**config.mk**
```make
export PLATFORM = sky130hd
export DESIGN_NAME = mem_arbiter
export DESIGN_NICKNAME = d
export VERILOG_FILES = /design/src/rtl/mem_arbiter.sv
export SDC_FILE = /design/constraint.sdc
export NUM_CORES = 1
export LEC_CHECK = 0
export CAP_MARGIN = 20
export CORE_MARGIN = 10
export CORE_UTILIZATION = 25
export CTS_BUF_LIST = sky130_fd_sc_hd__clkbuf_4 sky130_fd_sc_hd__clkbuf_8
export DETAILED_ROUTE_END_ITERATION = 10
export GPL_ROUTABILITY_DRIVEN = 1
export PLACE_DENSITY_LB_ADDON = 0.25
export SETUP_SLACK_MARGIN = 0.1
export SYNTH_ARGS = -nofsm -noshare
export SYNTH_HDL_FRONTEND = slang
export SYNTH_SLANG_ARGS = --single-unit
```
**constraint.sdc**
```tcl
create_clock -name CLK -period 2.6 [get_ports CLK]
set_input_delay 0.65 -clock CLK [delete_from_list [all_inputs] [get_ports CLK]]
set_output_delay 0.65 -clock CLK [all_outputs]
set_load 0.05 [all_outputs]
```
**src/rtl/mem_arbiter.sv**
```systemverilog
// mem_arbiter: serializes icache fetches and dcache reads/writes onto a single RAM port.
// Optional macro ARB_STARVE_GUARD_EN forces an instruction grant after STARVE_LIMIT data completions.
module mem_arbiter #(
  parameter int STARVE_LIMIT = 4
) (
  input  logic        CLK,
  input  logic        RST,
  input  logic        iREN,
  input  logic [31:0] iaddr,
  output logic        iwait,
  output logic [31:0] iload,
  input  logic        dREN,
  input  logic        dWEN,
  input  logic [31:0] daddr,
  input  logic [31:0] dstore,
  output logic        dwait,
  output logic [31:0] dload,
  output logic        ramREN,
  output logic        ramWEN,
  output logic [31:0] ramaddr,
  output logic [31:0] ramstore,
  input  logic [31:0] ramload,
  input  logic [1:0]  ramstate
);

  typedef enum logic [1:0] {IDLE, IGNT, DGNT} state_t;

  localparam logic [1:0] RAM_ACCESS = 2'b10;
  localparam logic [1:0] RAM_ERROR  = 2'b11;

  state_t state;
  logic   dwrite;
  logic   dreq;
  logic   icomplete;
  logic   dcomplete;
  logic   istarved;

  assign dreq = dREN | dWEN;

  // A request dropped in the same cycle as ACCESS counts as an abort, not a completion.
  assign icomplete = (state == IGNT) && iREN && (ramstate == RAM_ACCESS);
  assign dcomplete = (state == DGNT) && dreq && (ramstate == RAM_ACCESS);

  assign iwait = ~icomplete;
  assign dwait = ~dcomplete;
  assign iload = icomplete ? ramload : '0;
  assign dload = (dcomplete && !dwrite) ? ramload : '0;

`ifdef ARB_STARVE_GUARD_EN
  logic [2:0] starvecnt;

  assign istarved = (32'(starvecnt) >= 32'(STARVE_LIMIT));

  always_ff @(posedge CLK) begin
    if (RST) begin
      starvecnt <= '0;
    end else if (icomplete) begin
      starvecnt <= '0;
    end else if ((state == IDLE) && !iREN) begin
      starvecnt <= '0;
    end else if (dcomplete && iREN && (starvecnt != 3'd7)) begin
      starvecnt <= starvecnt + 3'd1;
    end
  end
`else
  // Strict data priority: the instruction side never pre-empts pending data.
  assign istarved = (STARVE_LIMIT < 0);
`endif

  always_ff @(posedge CLK) begin
    if (RST) begin
      state    <= IDLE;
      dwrite   <= 1'b0;
      ramREN   <= 1'b0;
      ramWEN   <= 1'b0;
      ramaddr  <= '0;
      ramstore <= '0;
    end else begin
      case (state)
        IDLE: begin
          if (iREN && (istarved || !dreq)) begin
            state   <= IGNT;
            ramREN  <= 1'b1;
            ramWEN  <= 1'b0;
            ramaddr <= iaddr;
          end else if (dreq) begin
            state    <= DGNT;
            dwrite   <= dWEN;
            ramREN   <= ~dWEN;
            ramWEN   <= dWEN;
            ramaddr  <= daddr;
            ramstore <= dstore;
          end
        end
        IGNT: begin
          if (!iREN || (ramstate == RAM_ACCESS) || (ramstate == RAM_ERROR)) begin
            state  <= IDLE;
            ramREN <= 1'b0;
            ramWEN <= 1'b0;
          end
        end
        DGNT: begin
          // ERROR releases the port; the still-pending request is re-arbitrated from IDLE.
          if (!dreq || (ramstate == RAM_ACCESS) || (ramstate == RAM_ERROR)) begin
            state  <= IDLE;
            ramREN <= 1'b0;
            ramWEN <= 1'b0;
          end
        end
        default: begin
          state  <= IDLE;
          ramREN <= 1'b0;
          ramWEN <= 1'b0;
        end
      endcase
    end
  end

endmodule
```
; After elaboration in Yosys (flattened, before gate mapping)
; Index checks and enable logic that the tools add are counted.
[word_totals]
wordCells = 53
reg_bits = 69
out_inout_bits = 132
in_bits = 135
[classes]
n_bitwise = 5
n_reduce_logical = 18
eq_ne = 7
n_mux = 17
[op_table]
columns = cell, n
row1 = 32-bit 2-to-1 mux, 4
row2 = 2-bit 2-to-1 mux, 4
row3 = 2-bit equality test (second input constant), 3
row4 = 1-bit logical AND, 6
row5 = 1-bit 2-to-1 mux, 6
row6 = 1-bit one-hot mux with 3 select lines, 2
row7 = 2-bit one-hot mux with 3 select lines, 1
row8 = 3-bit AND reduction, 2
row9 = 1-bit logical OR, 4
row10 = 2-bit by 1-bit inequality test with 1-bit output (second input constant), 2
row11 = 1-bit NOT, 4
row12 = 1-bit logical NOT, 3
row13 = 3-bit inequality test (second input constant), 1
row14 = 2-bit by 1-bit equality test with 1-bit output (second input constant), 1
row15 = 2-bit logical NOT, 1
row16 = 2-bit AND reduction, 1
row17 = 2-bit nonzero test, 1
row18 = 1-bit bitwise OR, 1

; Longest topological paths before layout
; Gate-level depths: netlist (run 1).
[logic_depth]
word_depth = 6
depth_mapped = 7

; Least setup slack after synthesis (run 1)
; Ideal clock, no wire load.
[synth_path]
path_type = input to output
startpoint = input port dREN
endpoint = output port dload[10]
path_buffers = 2
arrival_time_ns = 1.907
path_stages = 5
required_time_ns = 1.950
setup_slack_ns = 0.043
cell_sequence = buf_2 > o21ba_2 > nor4b_2 > clkbuf_1 > and2_1
[synth_via]
elab_chain_len = 5
[synth_rtl]
columns = element, line
row1 = "start, declared", 12  ; input logic dREN,
row2 = 1-bit bitwise OR, 38  ; assign dreq = dREN | dWEN;
row3 = 1-bit logical AND (2 in a row), 42  ; assign dcomplete = (state == DGNT) && dreq && (ramstate == RAM_ACCESS);
row4 = 1-bit logical AND, 47  ; assign dload = (dcomplete && !dwrite) ? ramload : '0;
row5 = 32-bit 2-to-1 mux, 47
row6 = "end, declared", 17  ; output logic [31:0] dload,
; No other way between the ends.

; Worst setup path in the final report (run 1)
[layout_path]
startpoint = input port ramstate[0]
endpoint = output port iload[7]
[layout_via]
elab_chain_len = 3
[layout_rtl]
columns = element, line
row1 = "start, declared", 23  ; input logic [1:0] ramstate
row2 = 2-bit equality test, 41  ; assign icomplete = (state == IGNT) && iREN && (ramstate == RAM_ACCESS);
row3 = 1-bit logical AND, 41
row4 = 32-bit 2-to-1 mux, 46  ; assign iload = icomplete ? ramload : '0;
row5 = "end, declared", 11  ; output logic [31:0] iload,
; No other way between the ends.

==> flow_summary.json, run 1 <==
{
  "grt_max_degree": 47,
  "synth_warnings": 0,
  "async_flop_share_pct": 0,
  "timing.final.crit_share_pct": 94.7,
  "endpoint_kind": "output port",
  "synthDominantCellAreaShare_pct": 38.6,
  "crit_fanout": 5,
  "port_buffers": 266,
  "reg2reg_depth": 5,
  "drt_first_pass_iters": 5,
  "route.detailed.drc": 0,
  "dieArea_sq_um": 19500,
  "grt_pass1_wl_microns": 25900,
  "synth.distinct_cells": 32,
  "seq_area_sq_um": 1390,
  "cts-root-buf": "clkbuf_8",
  "path_cells": "buf_6 -> nand2b_4 -> buf_6 -> nor3_4 -> buf_12 -> buf_4 -> buf_12 -> and2_4 -> buf_12",
  "leakagePower_nw": 2.93,
  "die_h_microns": 140,
  "cpMostUsedCell": "buf_12",
  "period_needed_ns": 2.46,
  "max-slew-margin-rel_pct": 54.1,
  "vias_per_cell": 4.80,
  "layout_commonest_cell": "clkdlybuf4s50_1",
  "use_met1_pct": 18.7,
  "required_ns": 1.95,
  "antenna_left": 0,
  "antenna_found_initial": 0,
  "setup_viol": 0,
  "whs_path_depth": 2,
  "wl_per_cell_microns": 19.6,
  "grt_usage_pct": 16.5,
  "drv_cap": 0,
  "max_freq_mhz": 406,
  "crit_type": "in -> out",
  "grt_util_met2_pct": 27.8,
  "grt_overflow_total": 0,
  "core-area_sq_um": 13900,
  "synthTopCellsByArea": "dfxtp_1, a311oi_2, and2_1",
  "wl_microns": 17400,
  "hold_viol_final": 0,
  "clk_latency_ns": 0.35,
  "final_cell_mix": "clkdlybuf4s50_1, buf_12, dfxtp_1",
  "critPathArrivalTime_ns": 1.81,
  "yosys.area.top_type": "dfxtp_1",
  "busiest_layer": "met2",
  "num_rows": 43,
  "cp.buffers_inverters": 6,
  "synth_edf_count": 0,
  "syn_inst": 440,
  "drive_gt1_share_pct": 29.9,
  "path_depth": 9,
  "syn_avg_cell_area_sq_um": 8.14,
  "power_density_nw_per_um2": 417,
  "cts_made_buffers": 9,
  "max_stage_delay_ns": 0.15,
  "drt_iter0_drc": 251,
  "nets": 838,
  "cts_num_sinks": 69,
  "worst_pin_slew_ns": 0.689,
  "vias": 4262,
  "synth_ff_type": "dfxtp_1",
  "area_growth_pct": 115,
  "die_w_microns": 140,
  "status": "finished clean",
  "grt_util_met3_pct": 6.29,
  "hp-class": "reg -> reg",
  "power_w": 0.00321,
  "ys_seq_area_share_pct": 38.6,
  "gp_congestion": 0.852,
  "syn_area_sq_um": 3580,
  "multi_input_area_sq_um": 2130,
  "clock_path_buffers": 2,
  "boundaryPins": 267,
  "ys_ff_latch": 69,
  "path_clk_slew_ns": 0.08,
  "synthesis.nets": 575,
  "rsz0062_at_grt": "yes",
  "dp_cells": 856,
  "grt_pass1_vias": 4291,
  "cts_tree": "done",
  "initial_core_util_pct": 25.7,
  "antenna_cells": 0,
  "cts_max_level": 3,
  "drv_slew": 0,
  "finalNonFillerCells": 888,
  "cp-start-kind": "primary input",
  "ir_worst_vdd_v": 0.000224,
  "cp_slowest_cell": "nand2b_4",
  "num-fill-cells": 1249,
  "skew_ns": 0.0142,
  "hpwl_microns": 13000,
  "crit_family": "buffers and inverters"
}
synth_stat cells (all sizes together) (2+ instances only):
| cell | number |
|---|---|
| buf | 12 |
| a311oi | 32 |
| o211ai | 2 |
| nor2 | 2 |
| and2 | 65 |
| nand3 | 32 |
| nor3 | 2 |
| nand4b | 2 |
| o21ai | 33 |
| dfxtp | 69 |
| or2 | 2 |
| inv | 4 |
| nand2 | 67 |
| clkbuf | 37 |
| a21oi | 66 |
report_power, final:
| group | internal [W] | switching (W) | leakage, nW | total (W) |
|---|---|---|---|---|
| clock | 0.000347 | 0.000450 | 0.0816 | 0.000798 |
| combinational | 0.000518 | 0.000691 | 2.27 | 0.00121 |
| sequential | 0.00115 | 0.0000487 | 0.573 | 0.00120 |
| total | 0.00202 | 0.00119 | 2.93 | 0.00321 |
metal layers:
metal  vias up  wire [microns]  part of all wire (%)
met4         0             289                   1.7
met2       204            8580                    49
met5         -               0                     0
met3        12            1500                   8.6
met1      1981            7070                    41
li1       2065               -                     -
worst min-delay path: stages, from the launching register on:
cell	delay [ns]
dfxtp_1	0.31
o21ai_0	0.06
a21oi_1	0.06
per-stage QoR:
stage / TNS (ns) / cell area (sq um) / hold WS [ns] / utilization (%) / setup slack, ns
after global placement: -9.96 / 7130 / 0.460 / 51.2 / -0.187
final: 0 / 7680 / 0.475 / 55.1 / 0.137
after global routing: 0 / 7680 / 0.498 / 55.1 / 0.0738
after floorplan: 0 / 3620 / 0.466 / - / 0.107
after CTS: 0 / 7590 / 0.477 / 54.4 / 0.0283
after detailed placement: -11.73 / 7130 / 0.465 / 51.2 / -0.211
cell families (layout without fill, tap and decap cells):
| family | Yosys count | count (layout) | share of synthesized area (%) |
|---|---|---|---|
| flops | 69 | 69 | 38.6 |
| buf+inv | 53 | 321 | 6.71 |
| simple gates | 181 | 181 | 26.4 |
| compound gates | 137 | 137 | 28.3 |
final cells by class:
type,instances,share of cell area [%]
clock buffers,9,1.61
clock inverters,7,0.651
inverters,4,0.195
multi-input cells,318,27.8
flip-flops and latches,69,18.1
well taps,180,2.93
repair buffers,301,48.8
registers in the layout (all words and copies together) (netlist names):
signal    flops
ramaddr      32
ramstore     32
state         2
dwrite        1
ramREN        1
ramWEN        1
repair_timing:
item	CTS	global route
setup buffers	7	3
gates resized for setup	62	20
hold buffers	0	0
endpoints found under the setup margin	66	55
cloned	5	1
pin swaps	3	16
final timing paths:
| kind | startpoint | to | slack [ns] |
|---|---|---|---|
| worst max-delay path | ramstate[0] | iload[7] | 0.14 |
| worst min-delay path | ramstore[19] | ramstore[19] | 0.48 |
| worst max register to register | state[1] | ramaddr[27] | 0.79 |
| worst min register to register | ramstore[19] | ramstore[19] | 0.48 |
No activity file was read; power rests on OpenSTA's default activity.
==> run 2: changes to the inputs <==
CORE_MARGIN = 1   (was 10)
==> run 2 against run 1 <==
- clock skew fell by 0.0014 ns
- hold slack improved by 0.00070 ns
- clock power is 9.8% higher
- via count grew 1.7%
- critical endpoint is now dload[17]
- critical path depth is 2 lower
- count of clock-buffer cells in the layout grew 2
- maximum frequency fell by 0.38%
- first-iteration DRC count down 20%
- largest cell class unchanged
- non-clock buffer count rose by 1
- sequential power about the same
- register-to-register slack lost 0.13 ns
- flip-flop and latch count unchanged
==> flow_summary.json, run 2 (synthesis results as in run 1) <==
{
  "status": "finished clean",
  "skew_ns": 0.0128,
  "drt_first_pass_iters": 4,
  "hold_viol_final": 0,
  "path_clk_slew_ns": 0.08,
  "final_cell_mix": "clkdlybuf4s50_1, buf_12, dfxtp_1",
  "worst_r2r_endpoint": "ramaddr[10]",
  "ff2ff_setup_slack_ns": 0.66,
  "max_stage_delay_ns": 0.37,
  "layout_commonest_cell": "clkdlybuf4s50_1",
  "clock_path_buffers": 2,
  "power_density_nw_per_um2": 425,
  "top_regs": "ramaddr: 32 flops, ramstore: 32 flops, state: 2 flops",
  "ir_worst_vdd_v": 0.000257,
  "route.detailed.drc": 0,
  "path_cells": "o21ba_4 -> nor4b_4 -> buf_4 -> buf_6 -> buf_8 -> and2_4 -> buf_12",
  "setup_slack_ns": 0.128,
  "cp-start-kind": "flop",
  "max_freq_mhz": 404,
  "fin_setup_tns_ns": 0,
  "port_buffers": 266,
  "antenna_cells": 0,
  "core-area_sq_um": 13900,
  "ctsHoldBuffers": 0,
  "crit_fanout": 8,
  "vias_per_cell": 4.88,
  "boundaryPins": 267,
  "timing.final.crit_share_pct": 95.1,
  "cp_slowest_cell": "dfxtp_4",
  "endpoint_kind": "output port",
  "num_rows": 43,
  "cts_made_buffers": 9,
  "drive_gt1_share_pct": 32.1,
  "reg2reg_depth": 4,
  "initial_core_util_pct": 25.7,
  "grt_usage_pct": 19.9,
  "drv_slew": 0,
  "leakagePower_nw": 2.97,
  "wl_microns": 15000,
  "vias": 4336,
  "rsz0062_at_grt": "yes",
  "cp.buffers_inverters": 4,
  "hold_start": "ramstore[1]",
  "max-slew-margin-rel_pct": 55.7,
  "required_ns": 1.95,
  "crit_type": "reg -> out",
  "die_h_microns": 122,
  "cts_max_level": 3,
  "hpwl_microns": 10500,
  "clk_latency_ns": 0.34,
  "area_growth_pct": 116,
  "drv_cap": 0,
  "antenna_found_initial": 0,
  "grt_pass1_wl_microns": 23000,
  "wl_per_cell_microns": 16.9,
  "nets": 839,
  "hp-class": "reg -> reg",
  "die_w_microns": 122,
  "period_needed_ns": 2.47,
  "whs_path_depth": 2,
  "min_to": "ramstore[1]",
  "antenna_left": 0,
  "grt_pass1_vias": 4354,
  "dieArea_sq_um": 14800,
  "grt_max_degree": 47,
  "gp_congestion": 0.727,
  "cts-root-buf": "clkbuf_8",
  "crit_family": "buffers and inverters",
  "cts_num_sinks": 69,
  "worst_pin_slew_ns": 0.664,
  "critPathArrivalTime_ns": 1.82,
  "dp_slack_ns": -0.167,
  "grt_overflow_total": 0,
  "cts_tree": "done",
  "drt_iter0_drc": 202,
  "setup_viol": 0,
  "r2r-start": "state[1]"
}
[run 2: how the worst max path moves through the flow]
stage / startpoint / end / slack [ns] / cells after the start
finish: state[0] / dload[17] / 0.13 / 7
global route: state[0] / dload[17] / 0.07 / 7
CTS: ramstate[0] / dload[15] / 0.10 / 8
detailed placement: ramstate[1] / dload[0] / -0.17 / 6
global placement: ramstate[0] / dload[0] / -0.18 / 6
floorplan: ramstate[0] / iload[22] / 0.11 / 4
[run 2: cell type report]
| class | count | area [sq um] |
|---|---|---|
| fillers | 1229 | 6210 |
| repair buffers | 302 | 3730 |
| multi-input cells | 318 | 2170 |
| flip-flops and latches | 69 | 1390 |
| well taps | 180 | 225 |
| clock buffers | 11 | 145 |
| clock inverters | 4 | 48.8 |
| inverters | 4 | 15.0 |
[run 2: where the power goes]
part	internal [W]	switching [W]	leakage [nW]	total, W
Sequential	0.00115	0.0000517	0.573	0.00120
Combinational	0.000520	0.000684	2.29	0.00120
Clock	0.000474	0.000402	0.103	0.000876
[run 2: metrics by stage]
step	instance area, sq um	cells	utilization, %	power [W]	hold slack, ns
2_1_floorplan	3620	440	-	0.00188	0.466
3_3_place_gp	7140	855	51.2	0.00238	0.461
3_5_place_dp	7140	855	51.2	0.00240	0.465
4_1_cts	7690	884	55.2	0.00331	0.476
5_1_grt	7720	888	55.4	0.00342	0.493
6_report	7720	888	55.4	0.00328	0.476
[run 2: what timing repair did]
action / in CTS / in global routing
gates resized for setup: 92 / 4
endpoints found under the setup margin: 66 / 49
hold endpoints to repair: 0 / 0
pin swaps: 6 / 3
buffers inserted: 9 / 4
cloned: 5 / 1
[run 2: metal layers]
metal	GRT usage [%]	vias to the layer above	wire length, microns
met4	6.79	0	344
met1	21.3	2048	5560
met5	0	-	0
li1	-	2075	-
met2	37.7	190	8090
met3	4.73	23	1020
[run 2: worst register-to-register path, cell delays in order (launching register included)]
cell and delay, ns:
dfxtp_4 0.37, buf_4 0.14, nor2_4 0.46, and2_4 0.60, a311oi_2 0.22
